--- config.mk ---
export PLATFORM = sky130hd
export DESIGN_NAME = fir_delay_line_reader
export DESIGN_NICKNAME = d
export VERILOG_FILES = /design/src/rtl/fir_delay_line_reader.sv
export SDC_FILE = /design/constraint.sdc
export NUM_CORES = 2
export LEC_CHECK = 0
export CAP_MARGIN = 20
export CORE_MARGIN = 2
export CORE_UTILIZATION = 50
export CTS_BUF_LIST = sky130_fd_sc_hd__clkbuf_8
export DETAILED_ROUTE_END_ITERATION = 12
export PLACE_DENSITY = 0.66
export SLEW_MARGIN = 20
export SYNTH_ARGS = -nofsm -noshare
export SYNTH_HDL_FRONTEND = slang
export SYNTH_SLANG_ARGS = --single-unit
--- constraint.sdc ---
create_clock -name clk -period 14.5 [get_ports clk]
set_clock_uncertainty 0.1 [all_clocks]
set_input_delay 2.9 -clock clk [delete_from_list [all_inputs] [get_ports clk]]
set_output_delay 2.9 -clock clk [all_outputs]
set_load 0.01 [all_outputs]
--- src/rtl/fir_delay_line_reader.sv ---
// Serial FIR tap engine: circular delay line, one MAC per cycle, rounded Q15 output.
// Define FIR_SATURATE_EN to clamp the result to the DATA_W range instead of wrapping.
module fir_delay_line_reader #(
  parameter int DATA_W = 16,
  parameter int COEF_W = 16,
  parameter int TAPS   = 64,
  parameter int ADDR_W = 6,
  parameter int ACC_W  = 40
) (
  input  logic                     clk,
  input  logic                     rst,
  input  logic                     clk_enable,
  input  logic signed [DATA_W-1:0] sample_in,
  input  logic signed [COEF_W-1:0] coef_data,
  output logic        [ADDR_W-1:0] coef_addr,
  output logic signed [DATA_W-1:0] filter_out,
  output logic                     out_valid,
  output logic                     busy,
  output logic                     overrun
);

  localparam logic [1:0] S_IDLE = 2'd0;
  localparam logic [1:0] S_MAC  = 2'd1;
  localparam logic [1:0] S_OUT  = 2'd2;

  localparam int PROD_W = DATA_W + COEF_W;
  localparam logic signed [ACC_W-1:0] RND = ACC_W'(1) << (COEF_W - 2);

  logic [1:0]               state_q, state_d;
  logic [ADDR_W-1:0]        wr_ptr_q, wr_ptr_d;
  logic [ADDR_W-1:0]        rd_ptr_q, rd_ptr_d;
  logic [ADDR_W-1:0]        tap_q, tap_d;
  logic signed [ACC_W-1:0]  acc_q, acc_d;
  logic signed [DATA_W-1:0] filter_q, filter_d;
  logic                     valid_q, valid_d;
  logic                     overrun_q, overrun_d;
  logic signed [DATA_W-1:0] mem_q [TAPS];
  logic                     mem_we;
  logic [ADDR_W-1:0]        wr_inc;
  logic signed [PROD_W-1:0] prod;

  assign wr_inc = wr_ptr_q + ADDR_W'(1);
  assign prod   = mem_q[rd_ptr_q] * coef_data;

`ifdef FIR_SATURATE_EN
  localparam logic signed [ACC_W-1:0] SAT_MAX = ACC_W'((1 << (DATA_W - 1)) - 1);
  localparam logic signed [ACC_W-1:0] SAT_MIN = ~SAT_MAX;
  logic signed [ACC_W-1:0] r_full;
  assign r_full = (acc_q + RND) >>> (COEF_W - 1);
`endif

  // NOTE: every always_comb output gets a default first, so no path can infer a latch.
  always_comb begin
    state_d   = state_q;
    wr_ptr_d  = wr_ptr_q;
    rd_ptr_d  = rd_ptr_q;
    tap_d     = tap_q;
    acc_d     = acc_q;
    filter_d  = filter_q;
    valid_d   = 1'b0;
    mem_we    = 1'b0;
    overrun_d = overrun_q | (clk_enable && (state_q != S_IDLE));

    case (state_q)
      S_IDLE: begin
        if (clk_enable) begin
          wr_ptr_d = wr_inc;
          mem_we   = 1'b1;
          rd_ptr_d = wr_inc;
          tap_d    = '0;
          acc_d    = '0;
          state_d  = S_MAC;
        end
      end
      S_MAC: begin
        acc_d    = acc_q + {{(ACC_W - PROD_W){prod[PROD_W-1]}}, prod};
        tap_d    = tap_q + ADDR_W'(1);
        rd_ptr_d = rd_ptr_q - ADDR_W'(1);
        if (tap_q == ADDR_W'(TAPS - 1)) state_d = S_OUT;
      end
      S_OUT: begin
`ifdef FIR_SATURATE_EN
        if (r_full > SAT_MAX)      filter_d = SAT_MAX[DATA_W-1:0];
        else if (r_full < SAT_MIN) filter_d = SAT_MIN[DATA_W-1:0];
        else                       filter_d = r_full[DATA_W-1:0];
`else
        filter_d = DATA_W'((acc_q + RND) >>> (COEF_W - 1));
`endif
        valid_d  = 1'b1;
        state_d  = S_IDLE;
      end
      default: state_d = S_IDLE;
    endcase
  end

  // NOTE: sequential state uses non-blocking assignments so all registers update together.
  always_ff @(posedge clk or negedge rst) begin
    if (!rst) begin
      state_q   <= S_IDLE;
      wr_ptr_q  <= ADDR_W'(TAPS - 1);
      rd_ptr_q  <= '0;
      tap_q     <= '0;
      acc_q     <= '0;
      filter_q  <= '0;
      valid_q   <= 1'b0;
      overrun_q <= 1'b0;
      // NOTE: the delay line is reset on purpose; taps must read zero history after reset.
      for (int i = 0; i < TAPS; i++) mem_q[i] <= '0;
    end else begin
      state_q   <= state_d;
      wr_ptr_q  <= wr_ptr_d;
      rd_ptr_q  <= rd_ptr_d;
      tap_q     <= tap_d;
      acc_q     <= acc_d;
      filter_q  <= filter_d;
      valid_q   <= valid_d;
      overrun_q <= overrun_d;
      if (mem_we) mem_q[wr_inc] <= sample_in;
    end
  end

  assign coef_addr  = tap_q;
  assign filter_out = filter_q;
  assign out_valid  = valid_q;
  assign busy       = (state_q != S_IDLE);
  assign overrun    = overrun_q;

endmodule

After elaboration in Yosys (flattened, before gate mapping)
Index checks and enable logic that the tools add are counted.

storage, ports and cells
  output and inout port bits = 25
  logic and storage cells = 115
  ROM bits = 0
  latch bits = 0
  memories kept = 0
  flip-flop bits (word level) = 1102
  memory bits (writable) = 0

cells by class
  bitwise gates (word level) = 3
  divide/modulo/power cells = 0
  shift operators = 0
  magnitude comparators = 3
  $add $sub $neg = 5
  $mul = 1
  equal/unequal tests = 5
  reductions and logical operators = 8
  mux-type cells = 18

operator list
  kind                      count
  $bwmux W1024              1
  $bmux W16 S6              1
  $demux W16 S6             1
  $pmux W40 S2              1
  $mux W16                  3
  $add A40 B40 Y40          1
  $mux W40                  1
  $mul A16 B16 Y32          1
  $add A31 B16 Y31 const B  1
  $pmux W6 S2               2
  $ge A7 B7 Y1 const B      2
  $not A6 Y7                2
  $add A6 B1 Y6 const B     2
  $mux W6                   2
  $lt A7 B1 Y1 const B      1
  $eq A6 B6 Y1 const B      1
  $reduce_and A2 Y1         3
  $sub A6 B1 Y6 const B     1
  $mux W2                   2
  $ne A2 B2 Y1 const B      2
  $pmux W2 S2               1
  $reduce_bool A2 Y1        2
  $mux W1                   3
  $eq A2 B1 Y1 const B      1
  4 further kinds           5

Depth between registers and ports, before layout
  depth in word-level cells = 7
  depth in mapped cells = 42
  depth with buffers taken out = 37

Worst setup path after synthesis
OpenSTA, ideal clock, no wires.

  path kind = input port to flip-flop
  start point = in coef_data[1]
  end point = reg acc_q[30]
  setup slack = 4.599 ns
  stages on the path = 31
  path buffers = 1
  library setup time = 0.131 ns
  arrival = 9.670 ns
  path through = clkbuf_1 and2_1 fa_1 inv_1 fa_1 fa_1 fa_1 inv_1 fa_1 inv_1 fa_1 inv_1 ha_1 a21o_1 a21oi_1 nor2b_1 o21ai_0 nand2_1 nand2b_1 a21oi_1 xnor2_1 ha_1 a21o_1 a21oi_1 o21ai_0 a21o_1 a211oi_1 o211ai_1 a221oi_1 xnor2_1 o21ai_1

between the ends
  longest elaborated chain between the ends = 3

RTL lines
  item                  RTL line  RTL
  start, declared       14        input logic signed [COEF_W-1:0] coef_data,
  $mul A16 B16 Y32      43        assign prod = mem_q[rd_ptr_q] * coef_data;
  $add A40 B40 Y40      76        acc_d = acc_q + {{(ACC_W - PROD_W){prod[PROD_W-1]}}, prod};
  $pmux W40 S2          64        case (state_q)
  end signal, assigned  103       acc_q <= '0;
  end signal, assigned  114       acc_q <= acc_d;
  end, declared         33        logic signed [ACC_W-1:0] acc_q, acc_d;

Every way passes these cells.
A chain may end at the register's enable or synchronous reset.

Worst setup path in the final report
  start point = reg rd_ptr_q[0]
  end point = reg acc_q[30]

between the ends
  longest elaborated chain between the ends = 7

RTL lines
  item                                         RTL line  RTL
  start, declared                              31        logic [ADDR_W-1:0] rd_ptr_q, rd_ptr_d;
  start signal, assigned                       112       rd_ptr_q <= rd_ptr_d;
  $not A6 Y7 (not written as such)             43
  $bmux W16 S6                                 43
  $mux W16 (not written as such) (2 in a row)  43
  $mul A16 B16 Y32                             43
  $add A40 B40 Y40                             76
  $pmux W40 S2                                 64

Every way passes these cells. The select of a mux whose other input is x is not followed.

==> results.cfg <==
[die]
floorplan.die_area_um2 = 123000
design.portCount = 60
die_x_um = 351
placementRows = 127
die_h_um = 351
core_um2 = 120000
initial_core_util = 0.503

[cells_and_area]
area_growth_pct = 9.91
count_of_filler_cells_inserted_in_the_layout = 9886
finalNetCount = 4741
drive_gt1_frac = 0.397
fraction_of_the_core_area_covered_by_cells_at_the_end_of_the_flow = 0.553

[logic_synthesis]
postSynthAreaPerCell_um2 = 14.0
syn-instance-count = 4316
synthesis.nets = 4723
synth.cell_area_um2 = 60300
yosysWarningCount = 0
asyncSetResetFlopFracSynth = 1.00
synth-seq-area-share = 0.454
synth_enable_flop_cells = 0
yosys_register_bits = 1093
synth_cell_types = 55
synth-main-ff-cell = dfrtp_1

[routing]
drt-vias-per-instance = 5.83
initialDrtViolationCount = 2257
routed-via-count = 35600
detail_route.first_pass.iterations = 5
finalWirelength_mm = 149
detail-route-antenna-nets = 0
wl_per_cell_um = 24.4
drc = 0

[worst_setup_path]
critical_path.reg2reg.startpoint = rd_ptr_q[0]
critPathMaxFanout = 90
worst_ep_arrival_time_ns = 11.93
timing.critical_path.required_ns = 15.14
setup.worst_path.end_class = register
crit_path_top_cell_by_count = fa_1
cp-start-kind = register
max_stage_delay_ns = 1.08
cell_at_the_slowest_stage_of_the_critical_path = dfrtp_4
worstSetupStartpoint = rd_ptr_q[0]
worst-setup-path-type = reg2reg

[placement]
detailedPlacementHpwl_mm = 92.4
numPortBuffers = 59
routabilityCongestion = 0.856
placement.setup.worst_slack_ns = 3.15

[clock_tree]
post-cts-setup-buffers = 0
ctsRootBufferMaster = clkbuf_8
cts_htree_levels = 4
clkSlewWorstSetupHoldPaths_ns = 0.06
clk-insertion-delay-late_ns = 0.88
cts_hold_buf = 0
cts_inserted_buffers = 182
tritoncts = built
number_of_clock_sinks_seen_by_cts = 1093
ctsLongestPathBuffers = 3
post_cts_resize_count = 0

[timing]
hold_viol = 0
worst-slew-pin-transition_ns = 1.14
setup-tns-final_ns = 0
postLayoutSetupSlackWorst_ns = 3.21
slew_headroom = 0.240
unrepaired_setup_endpoints_after_global_routing = no
pins_over_slew_limit = 0
timing.final.crit_period_ns = 11.29
finalSetupViolCount = 0
post-route-period-util = 0.778
fmax_ghz = 0.0886

[job]
drv_cap = 0

[global_route]
via_count_of_the_first_global_routing_pass = 38300
groute.usage.overall = 0.251
grt_first_pass_wirelength_mm = 233
largest_net_degree_at_the_start_of_global_routing = 178
gr-total-overflow = 0
antenna_found_initial = 8

[min_path]
holdCritPathClass = reg2reg
hold_start = overrun

[outcome]
outcome = complete, no violations
==> cell usage after synthesis, types with 9 or more instances <==
library cell	instances	area, µm²
nor2_1	88	330
mux4_2	332	7480
buf_6	20	225
nor3_1	11	55.1
mux2_2	1025	11500
clkbuf_1	225	845
and3_1	11	68.8
nand3_1	43	215
and2_1	131	820
nand2_1	226	848
nand4_1	9	56.3
a21o_1	31	233
xnor2_1	54	473
o21ai_0	71	355
buf_2	35	175
inv_1	310	1160
xor2_1	35	307
nand2b_1	21	131
dfrtp_1	1087	27200
o21a_1	10	75.1
ha_1	115	1440
a21oi_1	47	235
fa_1	257	5140
buf_1	30	113
==> critical path, delay by kind of cell, from the launching register on <==
kind                       cells  cell delay, ns
DFF                            1            1.08
xor gates and xnor gates       2            0.33
and+or+nand+nor                3            0.59
muxes                          3            1.89
buffers and inverters          5            0.77
adders and majority gates      8            3.69
AOI/OAI and AO/OA             10            2.49
==> kinds of logic (layout without fill, tap and decap cells) <==
kind of cell,after synthesis,after routing,synth area share
flops,1093,1093,0.454
other cells,0,2,0
simple gates,569,569,0.0450
mux,1359,1359,0.316
buf+inv,622,788,0.0420
compound gates,212,212,0.0217
fa+ha+maj,372,372,0.109
xor+xnor,89,89,0.0129
==> registers in the layout, indices dropped and copies added (netlist names) <==
signal      flops
out_valid       1
wr_ptr_q        6
filter_out     16
overrun         1
coef_addr       6
state_q         2
mem_q        1024
acc_q          31
rd_ptr_q        6
==> final timing paths <==
kind	endpoint	slack [ns]	depth (start not counted)
hold reg to reg	overrun	0.35	1
max in group asynchronous	mem_q[199]	9.73	3
min in group asynchronous	mem_q[786]	2.03	1
hold / removal	overrun	0.35	1
setup reg to reg	acc_q[30]	3.21	31
setup / recovery	acc_q[30]	3.21	31
==> per-stage QoR <==
stage | cell area [µm²] | std cells | hold WS [ns]
after floorplan | 60300 | 4316 | 0.349
after global placement | 62300 | 5757 | 0.341
after detailed placement | 62400 | 5760 | 0.345
after CTS | 66200 | 6092 | 0.359
after global routing | 66300 | 6095 | 0.366
final | 66300 | 6096 | 0.354
==> per-layer routing <==
layer / vias up / global-route usage / routed length (µm) / part of all wire
met2: 808 / 0.410 / 72500 / 0.49
met3: 288 / 0.0361 / 6270 / 0.042
met4: 6 / 0.0864 / 4780 / 0.032
li1: 15300 / - / - / -
met1: 19200 / 0.345 / 65200 / 0.44
met5: - / 0 / 45 / 0.00030
==> layout by cell type, fill, tap and decap left out, types with 10 or more instances in the layout <==
cell / instances
dfrtp_1: 1083
nand3_1: 43
and3_1: 11
ha_1: 115
fa_1: 257
mux4_2: 332
a21oi_1: 47
buf_4: 73
nor2_1: 59
nand2b_1: 20
nor3_1: 11
o21a_1: 10
clkbuf_8: 242
inv_1: 377
o21ai_0: 71
xor2_1: 35
nand2_1: 221
buf_2: 16
a21o_1: 31
xnor2_1: 54
and2_1: 131
mux2_2: 1025
clkdlybuf4s50_1: 42
nor2_2: 24
==> final cells by class <==
class | instances | area (µm²) | share of cell area
clock inverter | 90 | 527 | 0.00795
multi-input combinational | 2601 | 30600 | 0.461
clock buffer | 242 | 3330 | 0.0502
antenna | 2 | 5.00 | 0.0000755
inverter | 311 | 1170 | 0.0176
tap | 1612 | 2020 | 0.0304
sequential | 1093 | 27400 | 0.413
timing repair buffer | 145 | 1320 | 0.0199
Power is not shown: default switching activity piles up to over one toggle a cycle in this logic, so the estimate is an artifact.
